**config.mk**
```make
export PLATFORM = sky130hd
export DESIGN_NAME = uart_frame_rx
export DESIGN_NICKNAME = d
export VERILOG_FILES = /design/src/rtl/uart_frame_rx.sv
export SDC_FILE = /design/constraint.sdc
export NUM_CORES = 1
export LEC_CHECK = 0
export BUFFER_PORTS_ARGS = -buffer_cell sky130_fd_sc_hd__buf_2
export CAP_MARGIN = 25
export CORE_MARGIN = 3
export CORE_UTILIZATION = 60
export DETAILED_ROUTE_END_ITERATION = 10
export GPL_ROUTABILITY_DRIVEN = 0
export PLACE_DENSITY = 0.86
export RECOVER_POWER = 25
export REMOVE_ABC_BUFFERS = 1
export SYNTH_ARGS = -nofsm -noshare
export SYNTH_HDL_FRONTEND = slang
export SYNTH_SLANG_ARGS = --single-unit
```
**constraint.sdc**
```tcl
create_clock -name i_Clock -period 7.9 [get_ports i_Clock]
set_input_delay 0.395 -clock i_Clock [delete_from_list [all_inputs] [get_ports i_Clock]]
set_output_delay 0.395 -clock i_Clock [all_outputs]
set_load 0.1 [all_outputs]
```
**src/rtl/uart_frame_rx.sv**
```systemverilog
// UART receiver (8N1, LSB first) with command-frame assembly.
// Good bytes are packed into a FRAME_BYTES-wide frame, opcode byte first.
// A framing error or an idle timeout throws away a partial frame.
module uart_frame_rx #(
  parameter int CLKS_PER_BIT = 2,
  parameter int FRAME_BYTES  = 7,
  parameter int TIMEOUT_CLKS = 1024
) (
  input  logic                     i_Clock,
  input  logic                     i_Reset,
  input  logic                     i_Rx_Serial,
  output logic                     o_Rx_DV,
  output logic [7:0]               o_Rx_Byte,
  output logic                     o_Frame_Valid,
  output logic [8*FRAME_BYTES-1:0] o_Frame,
  output logic                     o_Frame_Err,
  output logic                     o_Busy
);

  localparam int FRAME_W  = 8 * FRAME_BYTES;
  localparam int HALF_BIT = CLKS_PER_BIT / 2;
  localparam int CNT_W    = $clog2(CLKS_PER_BIT);
  localparam int IDX_W    = (FRAME_BYTES > 1) ? $clog2(FRAME_BYTES) : 1;
  localparam int TMO_W    = $clog2(TIMEOUT_CLKS + 1);

  localparam logic [CNT_W-1:0] HALF_LAST = CNT_W'(HALF_BIT - 1);
  localparam logic [CNT_W-1:0] BIT_LAST  = CNT_W'(CLKS_PER_BIT - 1);
  localparam logic [IDX_W-1:0] IDX_LAST  = IDX_W'(FRAME_BYTES - 1);
  localparam logic [TMO_W-1:0] TMO_LAST  = TMO_W'(TIMEOUT_CLKS - 1);

  typedef enum logic [2:0] {
    S_IDLE,
    S_START,
    S_DATA,
    S_STOP,
    S_WAIT_IDLE
  } state_t;

  state_t               state_q, state_d;
  logic                 rx_meta_q, rx_meta_d;
  logic                 rx_s_q, rx_s_d;
  logic [CNT_W-1:0]     clk_cnt_q, clk_cnt_d;
  logic [2:0]           bit_idx_q, bit_idx_d;
  logic [7:0]           shift_q, shift_d;
  logic [IDX_W-1:0]     byte_idx_q, byte_idx_d;
  logic [TMO_W-1:0]     tmo_cnt_q, tmo_cnt_d;
  logic [FRAME_W-1:0]   buf_q, buf_d;
  logic [FRAME_W-1:0]   frame_q, frame_d;
  logic [7:0]           rx_byte_q, rx_byte_d;
  logic                 rx_dv_q, rx_dv_d;
  logic                 frame_valid_q, frame_valid_d;
  logic                 frame_err_q, frame_err_d;
  logic [FRAME_W-1:0]   completed_frame;

  // Register all state; synchronizer presets to the idle-high line level.
  always_ff @(posedge i_Clock or posedge i_Reset) begin
    if (i_Reset) begin
      state_q       <= S_IDLE;
      rx_meta_q     <= 1'b1;
      rx_s_q        <= 1'b1;
      clk_cnt_q     <= '0;
      bit_idx_q     <= '0;
      shift_q       <= '0;
      byte_idx_q    <= '0;
      tmo_cnt_q     <= '0;
      buf_q         <= '0;
      frame_q       <= '0;
      rx_byte_q     <= '0;
      rx_dv_q       <= 1'b0;
      frame_valid_q <= 1'b0;
      frame_err_q   <= 1'b0;
    end else begin
      state_q       <= state_d;
      rx_meta_q     <= rx_meta_d;
      rx_s_q        <= rx_s_d;
      clk_cnt_q     <= clk_cnt_d;
      bit_idx_q     <= bit_idx_d;
      shift_q       <= shift_d;
      byte_idx_q    <= byte_idx_d;
      tmo_cnt_q     <= tmo_cnt_d;
      buf_q         <= buf_d;
      frame_q       <= frame_d;
      rx_byte_q     <= rx_byte_d;
      rx_dv_q       <= rx_dv_d;
      frame_valid_q <= frame_valid_d;
      frame_err_q   <= frame_err_d;
    end
  end

  // Bit-level FSM, frame slot writes and partial-frame timeout.
  always_comb begin
    state_d       = state_q;
    rx_meta_d     = i_Rx_Serial;
    rx_s_d        = rx_meta_q;
    clk_cnt_d     = clk_cnt_q;
    bit_idx_d     = bit_idx_q;
    shift_d       = shift_q;
    byte_idx_d    = byte_idx_q;
    tmo_cnt_d     = tmo_cnt_q;
    buf_d         = buf_q;
    frame_d       = frame_q;
    rx_byte_d     = rx_byte_q;
    rx_dv_d       = 1'b0;
    frame_valid_d = 1'b0;
    frame_err_d   = 1'b0;

    // The assembly buffer with the just-shifted byte dropped into its slot.
    completed_frame = buf_q;
    for (int i = 0; i < FRAME_BYTES; i++) begin
      if (byte_idx_q == IDX_W'(i)) begin
        completed_frame[FRAME_W-8-8*i +: 8] = shift_q;
      end
    end

    unique case (state_q)
      S_IDLE: begin
        if (byte_idx_q != '0) begin
          if (tmo_cnt_q == TMO_LAST) begin
            byte_idx_d  = '0;
            tmo_cnt_d   = '0;
            frame_err_d = 1'b1;
          end else begin
            tmo_cnt_d = tmo_cnt_q + 1'b1;
          end
        end else begin
          tmo_cnt_d = '0;
        end
        // A start bit coinciding with expiry still starts a byte, but the
        // index was already cleared above so it becomes byte 0.
        if (!rx_s_q) begin
          state_d   = S_START;
          clk_cnt_d = '0;
          tmo_cnt_d = '0;
        end
      end

      S_START: begin
        if (clk_cnt_q == HALF_LAST) begin
          clk_cnt_d = '0;
          if (rx_s_q) begin
            state_d = S_IDLE;
          end else begin
            state_d   = S_DATA;
            bit_idx_d = '0;
          end
        end else begin
          clk_cnt_d = clk_cnt_q + 1'b1;
        end
      end

      S_DATA: begin
        if (clk_cnt_q == BIT_LAST) begin
          clk_cnt_d = '0;
          shift_d   = {rx_s_q, shift_q[7:1]};
          if (bit_idx_q == 3'd7) begin
            state_d = S_STOP;
          end else begin
            bit_idx_d = bit_idx_q + 1'b1;
          end
        end else begin
          clk_cnt_d = clk_cnt_q + 1'b1;
        end
      end

      S_STOP: begin
        if (clk_cnt_q == BIT_LAST) begin
          clk_cnt_d = '0;
          if (rx_s_q) begin
            rx_dv_d   = 1'b1;
            rx_byte_d = shift_q;
            buf_d     = completed_frame;
            state_d   = S_IDLE;
            if (byte_idx_q == IDX_LAST) begin
              frame_d       = completed_frame;
              frame_valid_d = 1'b1;
              byte_idx_d    = '0;
            end else begin
              byte_idx_d = byte_idx_q + 1'b1;
            end
          end else begin
            frame_err_d = (byte_idx_q != '0) || (FRAME_BYTES == 1);
            byte_idx_d  = '0;
            state_d     = S_WAIT_IDLE;
          end
        end else begin
          clk_cnt_d = clk_cnt_q + 1'b1;
        end
      end

      S_WAIT_IDLE: begin
        if (rx_s_q) begin
          state_d = S_IDLE;
        end
      end

      default: begin
        state_d = S_IDLE;
      end
    endcase
  end

  assign o_Rx_DV       = rx_dv_q;
  assign o_Rx_Byte     = rx_byte_q;
  assign o_Frame_Valid = frame_valid_q;
  assign o_Frame       = frame_q;
  assign o_Frame_Err   = frame_err_q;
  assign o_Busy        = (state_q != S_IDLE) || (byte_idx_q != '0);

endmodule

```
==> results.md, run 1 <==
* Critical Path Max Stage Delay at 1.79 ns
* Setup TNS at 0 ns
* Critical path endpoint: buf_q[12]
* Maximum number of pins on one net before global-route repair at between 70 and 80
* Cell depth of the worst hold path at 0
* Number of enable flip-flop cells after synthesis at 0
* Root Buffer: clkbuf_8
* Synth Flop Type: dfrtp_1
* RR Endpoint: o_Frame[54]
* First-pass GRT wire length at 21800 µm
* DR iter-0 viols at 300
* Fin nets at 596
* Initial Util at 62.9%
* Skew-Pair Late Insertion Delay at 0.52 ns
* VDD IR max at 0.000277 V
* Setup crit end kind: asynchronous set/reset pin
* Crit path cell chain: dlygate4sd3_1, buf_2, clkinvlp_2, buf_4
* Post-Synthesis Cells at between 500 and 600
* Drt wl/cell at 17.8 µm
* Post-layout minimum cycle time at ~3.3 ns
* Failing checks: max-capacitance violations, max-slew violations
* Area Growth Syn to Fin at 16.0%
* Final std cells w/o fill at 730
* Num rows at 35
* Post-DP HPWL at 7860 µm
* Reg2Reg Launch Point: state_q[1]
* CTS tree: built
* Tot Pwr at 2.18 mW
* Leak at roughly 3.7 nW
* Die X at ~110 µm
* Commonest non-fill, non-tap cell in the layout: nand2_1
* Worst Setup Start Kind: input pin
* YS warnings at 0
* Clk buf depth at 2
* Clk pin slew, worst setup/hold paths at 0.06 ns
* Synthesized cell area at between 5000 and 6000 µm²
* PD cells at 317 nW/µm²
* Initial antenna violation count at 0
* Drt drc at 0
* Max FO, Critical Path at 75
* ANT cells at 0
* Final Routed Wirelength at 13000 µm
* Layout cells sized above 1 at roughly 28%
* Port Buf Inserts at 70
* R2R Setup Slk at 4.79 ns
* Vias per inst at roughly 5.7
* Async S/R FF share, synth at 100%
* Number of buffers created by CTS at 17
* Commonest non-fill, non-tap cells in the layout: nand2_1, dfrtp_1, buf_2
* Core Footprint at 9420 µm²
* Die area at around 11000 µm²
* Worst min path class: reg -> reg
* Outcome: finished, violations left
* Relative slew slack at -115%
* I/O Pins at 71
* Final setup vio count at 0
* Die Ht at 105 µm
* Period utilization at 41.6%
* Final hold vios at 0
* Distinct cells, synth at 51
* Number of global-route vias before repair at 4307
* RSZ-0062 raised after global routing: no
* Worst-Margin Slew at about 3.2 ns
* Yosys reg bits at 146
* CP max stage cell: clkinvlp_2
* Max frequency at 305 MHz
* Post-route ant nets at 0
* Layout fillers at 619
* Top delay family on crit path: buffers and inverters
* Buf/Inv on CP at 4
* Register-to-Register Path Depth at 8
* CTS H-tree depth at 4
* Pre-antenna DRT Iters at 5
* # clock sinks at ~150
* Final Max Slew Viols at 76
* Req. time, crit path at around 8.4 ns
* Max_cap viols at 1
* Clock Skew at 0.00784 ns
* Vias at 4157
* Syn avg cell area at 11.2 µm²
* Crit. Startpoint: i_Reset
* Crit Path Class: in -> async
* Sequential fraction of the synthesis area at 61.7%
* Worst EP arrival at 3.82 ns
* Min-Delay Startpoint: rx_meta_q
* Grt ovf at 0
* Cells after DPL at 697
* Cell count along the critical path at 4
* Total GRT Usage at 25.2%
## sequential cells by signal, indices dropped and copies added, names as in the netlist
register,flops
o_Frame,56
buf_q,48
tmo_cnt_q,11
o_Rx_Byte,8
shift_q,8
bit_idx_q,3
byte_idx_q,3
state_q,3
clk_cnt_q,1
o_Frame_Err,1
o_Frame_Valid,1
o_Rx_DV,1
rx_meta_q,1
rx_s_q,1
## metal layers
| layer | vias up | wire, µm | global-route usage (%) |
|---|---|---|---|
| met1 | 2130 | 5340 | 31.2 |
| li1 | 1867 | - | - |
| met3 | 32 | 640 | 6.06 |
| met4 | 0 | 331 | 10.0 |
| met2 | 128 | 6710 | 42.6 |
| met5 | - | 0 | 0 |
## Yosys cell counts (2+ instances only)
library cell | instances | share of area [%]
ha_1 | 4 | 0.85
mux2_4 | 8 | 2.0
inv_1 | 3 | 0.19
nor2b_1 | 2 | 0.21
mux2i_1 | 8 | 1.4
o21ai_0 | 10 | 0.85
nand3_1 | 5 | 0.42
buf_2 | 5 | 0.42
nor2_1 | 10 | 0.63
xnor2_1 | 3 | 0.44
nand2b_1 | 3 | 0.32
nand4_1 | 2 | 0.21
buf_4 | 3 | 0.38
a22o_1 | 6 | 0.89
a21oi_1 | 10 | 0.85
a211oi_1 | 3 | 0.38
clkbuf_1 | 20 | 1.3
dfstp_2 | 2 | 0.89
nor3_1 | 3 | 0.25
and3_1 | 4 | 0.42
and2_1 | 2 | 0.21
a31oi_1 | 6 | 0.63
nand2_1 | 185 | 12
mux2_2 | 50 | 9.5
dfrtp_1 | 144 | 61
## layout make-up
class	instances	area [µm²]	share of cell area (%)
Clock buffer	20	435	6.34
Clock inverter	11	133	1.93
Inverter	5	21.3	0.310
Multi-Input combinational cell	345	2080	30.3
Sequential cell	146	3660	53.2
Tap cell	129	161	2.35
Timing Repair Buffer	74	384	5.59
## report_power, final
part | internal (mW) | switching [mW] | total (mW)
combinational | 0.133 | 0.297 | 0.430
clock | 0.458 | 0.306 | 0.764
sequential | 0.840 | 0.145 | 0.985
## how the worst min path moves through the flow
stage                         to  slack [ns]
after global routing      rx_s_q        0.36
after floorplan           rx_s_q        0.35
final                     rx_s_q        0.36
after CTS                 rx_s_q        0.36
after global placement    rx_s_q        0.35
after detailed placement  rx_s_q        0.35
## through the flow
step	area (µm²)	hold slack (ns)	util (%)	worst slack, ns
floorplan	5780	0.345	-	3.59
global placement	6310	0.346	67.0	5.79
detailed placement	6310	0.349	67.0	5.61
CTS	6900	0.358	73.3	5.28
global route	6870	0.363	73.0	4.04
finish	6870	0.356	73.0	4.62
## cell families (layout without fill, tap and decap cells)
| logic type | after synthesis | in the layout | share of synthesized area [%] |
|---|---|---|---|
| compound gates | 41 | 41 | 4.44 |
| xor+xnor | 3 | 3 | 0.444 |
| mux | 66 | 66 | 12.9 |
| fa+ha+maj | 4 | 4 | 0.845 |
| flops | 146 | 146 | 61.7 |
| buf+inv | 36 | 110 | 2.81 |
| simple gates | 231 | 231 | 16.8 |
## timing repair
| item | in CTS | in global routing |
|---|---|---|
| hold buffers | 2 | 0 |
| endpoints found under the hold margin | 2 | 0 |
| resized for setup | 0 | 0 |
| setup buffers | 0 | 0 |
| endpoints found under the setup margin | 0 | 0 |
Power figures use the tool's default switching activity.
==> run 2: changes to the inputs <==
--- a/config.mk
+++ b/config.mk
@@ -8,10 +8,10 @@
 export BUFFER_PORTS_ARGS = -buffer_cell sky130_fd_sc_hd__buf_2
 export CAP_MARGIN = 25
 export CORE_MARGIN = 3
-export CORE_UTILIZATION = 60
+export CORE_UTILIZATION = 57
 export DETAILED_ROUTE_END_ITERATION = 10
 export GPL_ROUTABILITY_DRIVEN = 0
-export PLACE_DENSITY = 0.86
+export PLACE_DENSITY = 0.82
 export RECOVER_POWER = 25
 export REMOVE_ABC_BUFFERS = 1
 export SYNTH_ARGS = -nofsm -noshare
==> constraint.sdc (replaced) <==
create_clock -name i_Clock -period 3.1 [get_ports i_Clock]
set_input_delay 0.155 -clock i_Clock [delete_from_list [all_inputs] [get_ports i_Clock]]
set_output_delay 0.155 -clock i_Clock [all_outputs]
set_load 0.1 [all_outputs]
==> run 2 against run 1 <==
Against the previous run:
- the run still ends with max-capacitance violations, max-slew violations left
- utilization down 3.4 points
- largest cell class unchanged
- sequential power rose to 2.5 times the previous value
- die area up 5.0%
- power rose to 2.6 times the previous value
- critical path type is now reg -> reg
- highest routed layer unchanged
- clock power rose to 2.7 times the previous value
==> results.md, run 2 (synthesized netlist as in run 1, its figures left out) <==
* Switching Fraction at 33.7%
* R2R Setup Slk at 0.64 ns
* Relative slew slack at -20.7%
* Combinational power share at 19.8%
* Number of buffers created by CTS at 17
* Tot Pwr at 5.64 mW
* Final std cells w/o fill at roughly 740
* Initial antenna violation count at 0
* Post-layout util at 69.6%
* GRT busiest layer: met2
* Register-to-Register Path Depth at 8
* Net switching power at 1.90 mW
* Final setup vio count at 0
* Port Buf Inserts at 70
* Layout fillers at 679
* Post-CTS setup buffers at 0
* Crit Path Class: reg -> reg
* Root Buffer: clkbuf_8
* M1 GR Usage at 28.7%
* Met2 usage at 39.6%
* Hold Slack at 0.270 ns
* Skew-Pair Late Insertion Delay at between 0.5 and 0.6 ns
* Placed cell area at 6340 µm²
* PD cells at 815 nW/µm²
* Crit path cell chain: nor2b_1, and3_4, nand2_4, clkinv_4, nand3_2, inv_2, nand2_1, nand2_1
* Layout cells sized above 1 at 28.5%
* Outcome: finished, violations left
* P_int at 3.74 mW
* Clock Power Share at 36.0%
* RSZ-0062 raised after global routing: no
* Critical Path Max Stage Delay at 0.60 ns
* Worst path most repeated cell: nand2_1
* Post-route ant nets at 0
* Maximum number of pins on one net before global-route repair at 88
* Worst min path class: in -> reg
* Setup WS post-layout at between 0.6 and 0.7 ns
* Reg power frac at 44.3%
* Die X at 108 µm
* CTS tree: built
* # clock sinks at 146
* Vias at 4108
* Core Footprint at 9950 µm²
* DP Worst Slack at 0.848 ns
* Max FFs per register at 56
* Reg2Reg Launch Point: state_q[1]
* Final hold vios at 0
* Clk pin slew, worst setup/hold paths at 0.06 ns
* Fin area at 6930 µm²
* Num rows at 36
* Number of global-route vias before repair at 4262
* First-pass GRT wire length at 20800 µm
* Worst-Margin Slew at 1.81 ns
* Leak at around 3.8 nW
* Cells after DPL at roughly 700
* Worst Setup Start Kind: flip-flop
* Vias per inst at approximately 5.6
* Grt met3 use at 6.51%
* Clk buf depth at 2
* Crit. Startpoint: state_q[1]
* Max_cap viols at 1
* Grt ovf at 0
* Die Ht at 108 µm
* CTS H-tree depth at 4
* ANT cells at 0
* Drt drc at 0
* Worst EP arrival at 2.92 ns
* Pre-antenna DRT Iters at 5
* Post-layout minimum cycle time at approximately 2.5 ns
* Fin nets at ~600
* Die area at approximately 12000 µm²
* Post-CTS sizing at 0
* Commonest non-fill, non-tap cells in the layout: nand2_1, dfrtp_1, buf_2
* Critical path endpoint: o_Frame[43]
* Post-DP HPWL at 7650 µm
* Clock Skew at between 0.006 and 0.007 ns
* RR Endpoint: o_Frame[43]
* Max frequency at 406 MHz
* Drt wl/cell at 17.2 µm
* I/O Pins at 71
* Setup crit end kind: flip-flop
* Total GRT Usage at 23.5%
* Final Routed Wirelength at around 13000 µm
* Setup TNS at 0 ns
* Commonest non-fill, non-tap cell in the layout: nand2_1
* Max FO, Critical Path at slightly below 50
* Req. time, crit path at roughly 3.6 ns
* DR iter-0 viols at 360
* Final Max Slew Viols at 88
* CP max stage cell: inv_2
* Initial Util at 59.5%
* VDD IR max at 0.000615 V
* Area Growth Syn to Fin at 16.9%
* Period utilization at 79.5%
* Min-Delay Startpoint: i_Rx_Serial
* Failing checks: max-capacitance violations, max-slew violations
run 2: cell count changes in the layout (fill, tap and decap cells not counted), sizes merged:
| cell | change |
|---|---|
| bufinv | +1 |
| clkinv | +2 |
| clkinvlp | -1 |
run 2: per-layer routing:
metal	up-vias	routed length [µm]
met5	-	0
met1	2085	5180
met4	0	227
met3	22	564
met2	123	6690
li1	1878	-
run 2: worst min path at each step:
| stage | end | slack [ns] | cells past startpoint |
|---|---|---|---|
| after floorplan | rx_meta_q | 0.16 | 0 |
| after CTS | rx_meta_q | 0.24 | 2 |
| final | rx_meta_q | 0.27 | 2 |
| after detailed placement | rx_meta_q | 0.26 | 1 |
| after global placement | rx_meta_q | 0.26 | 1 |
| after global routing | rx_meta_q | 0.27 | 2 |
run 2: power groups by stage:
| stage | logic (mW) | clock network, mW | registers, mW |
|---|---|---|---|
| after global placement | 1.07 | 0 | 2.49 |
| after detailed placement | 1.11 | 0 | 2.51 |
| final | 1.11 | 2.03 | 2.50 |
| after global routing | 1.19 | 2.15 | 2.53 |
| after floorplan | 0.585 | 0 | 2.71 |
| after CTS | 1.13 | 2.06 | 2.49 |
run 2: critical path, delay by kind of cell, from the launching register on:
family,cells,cell delay (ns)
flops,1,0.50
buf+inv,2,0.75
simple gates,6,1.14
run 2: final cells by class:
class | count | area [µm²] | share of cell area, %
clock inverter | 13 | 160 | 2.31
sequential | 146 | 3660 | 52.8
multi-input combinational | 345 | 2090 | 30.2
timing repair buffer | 75 | 392 | 5.65
tap | 133 | 166 | 2.40
clock buffer | 19 | 432 | 6.23
inverter | 5 | 27.5 | 0.397
run 2: timing repair:
action,4_1_cts,5_1_grt
endpoints found under the setup margin,0,0
hold buffers,2,0
endpoints found under the hold margin,85,0
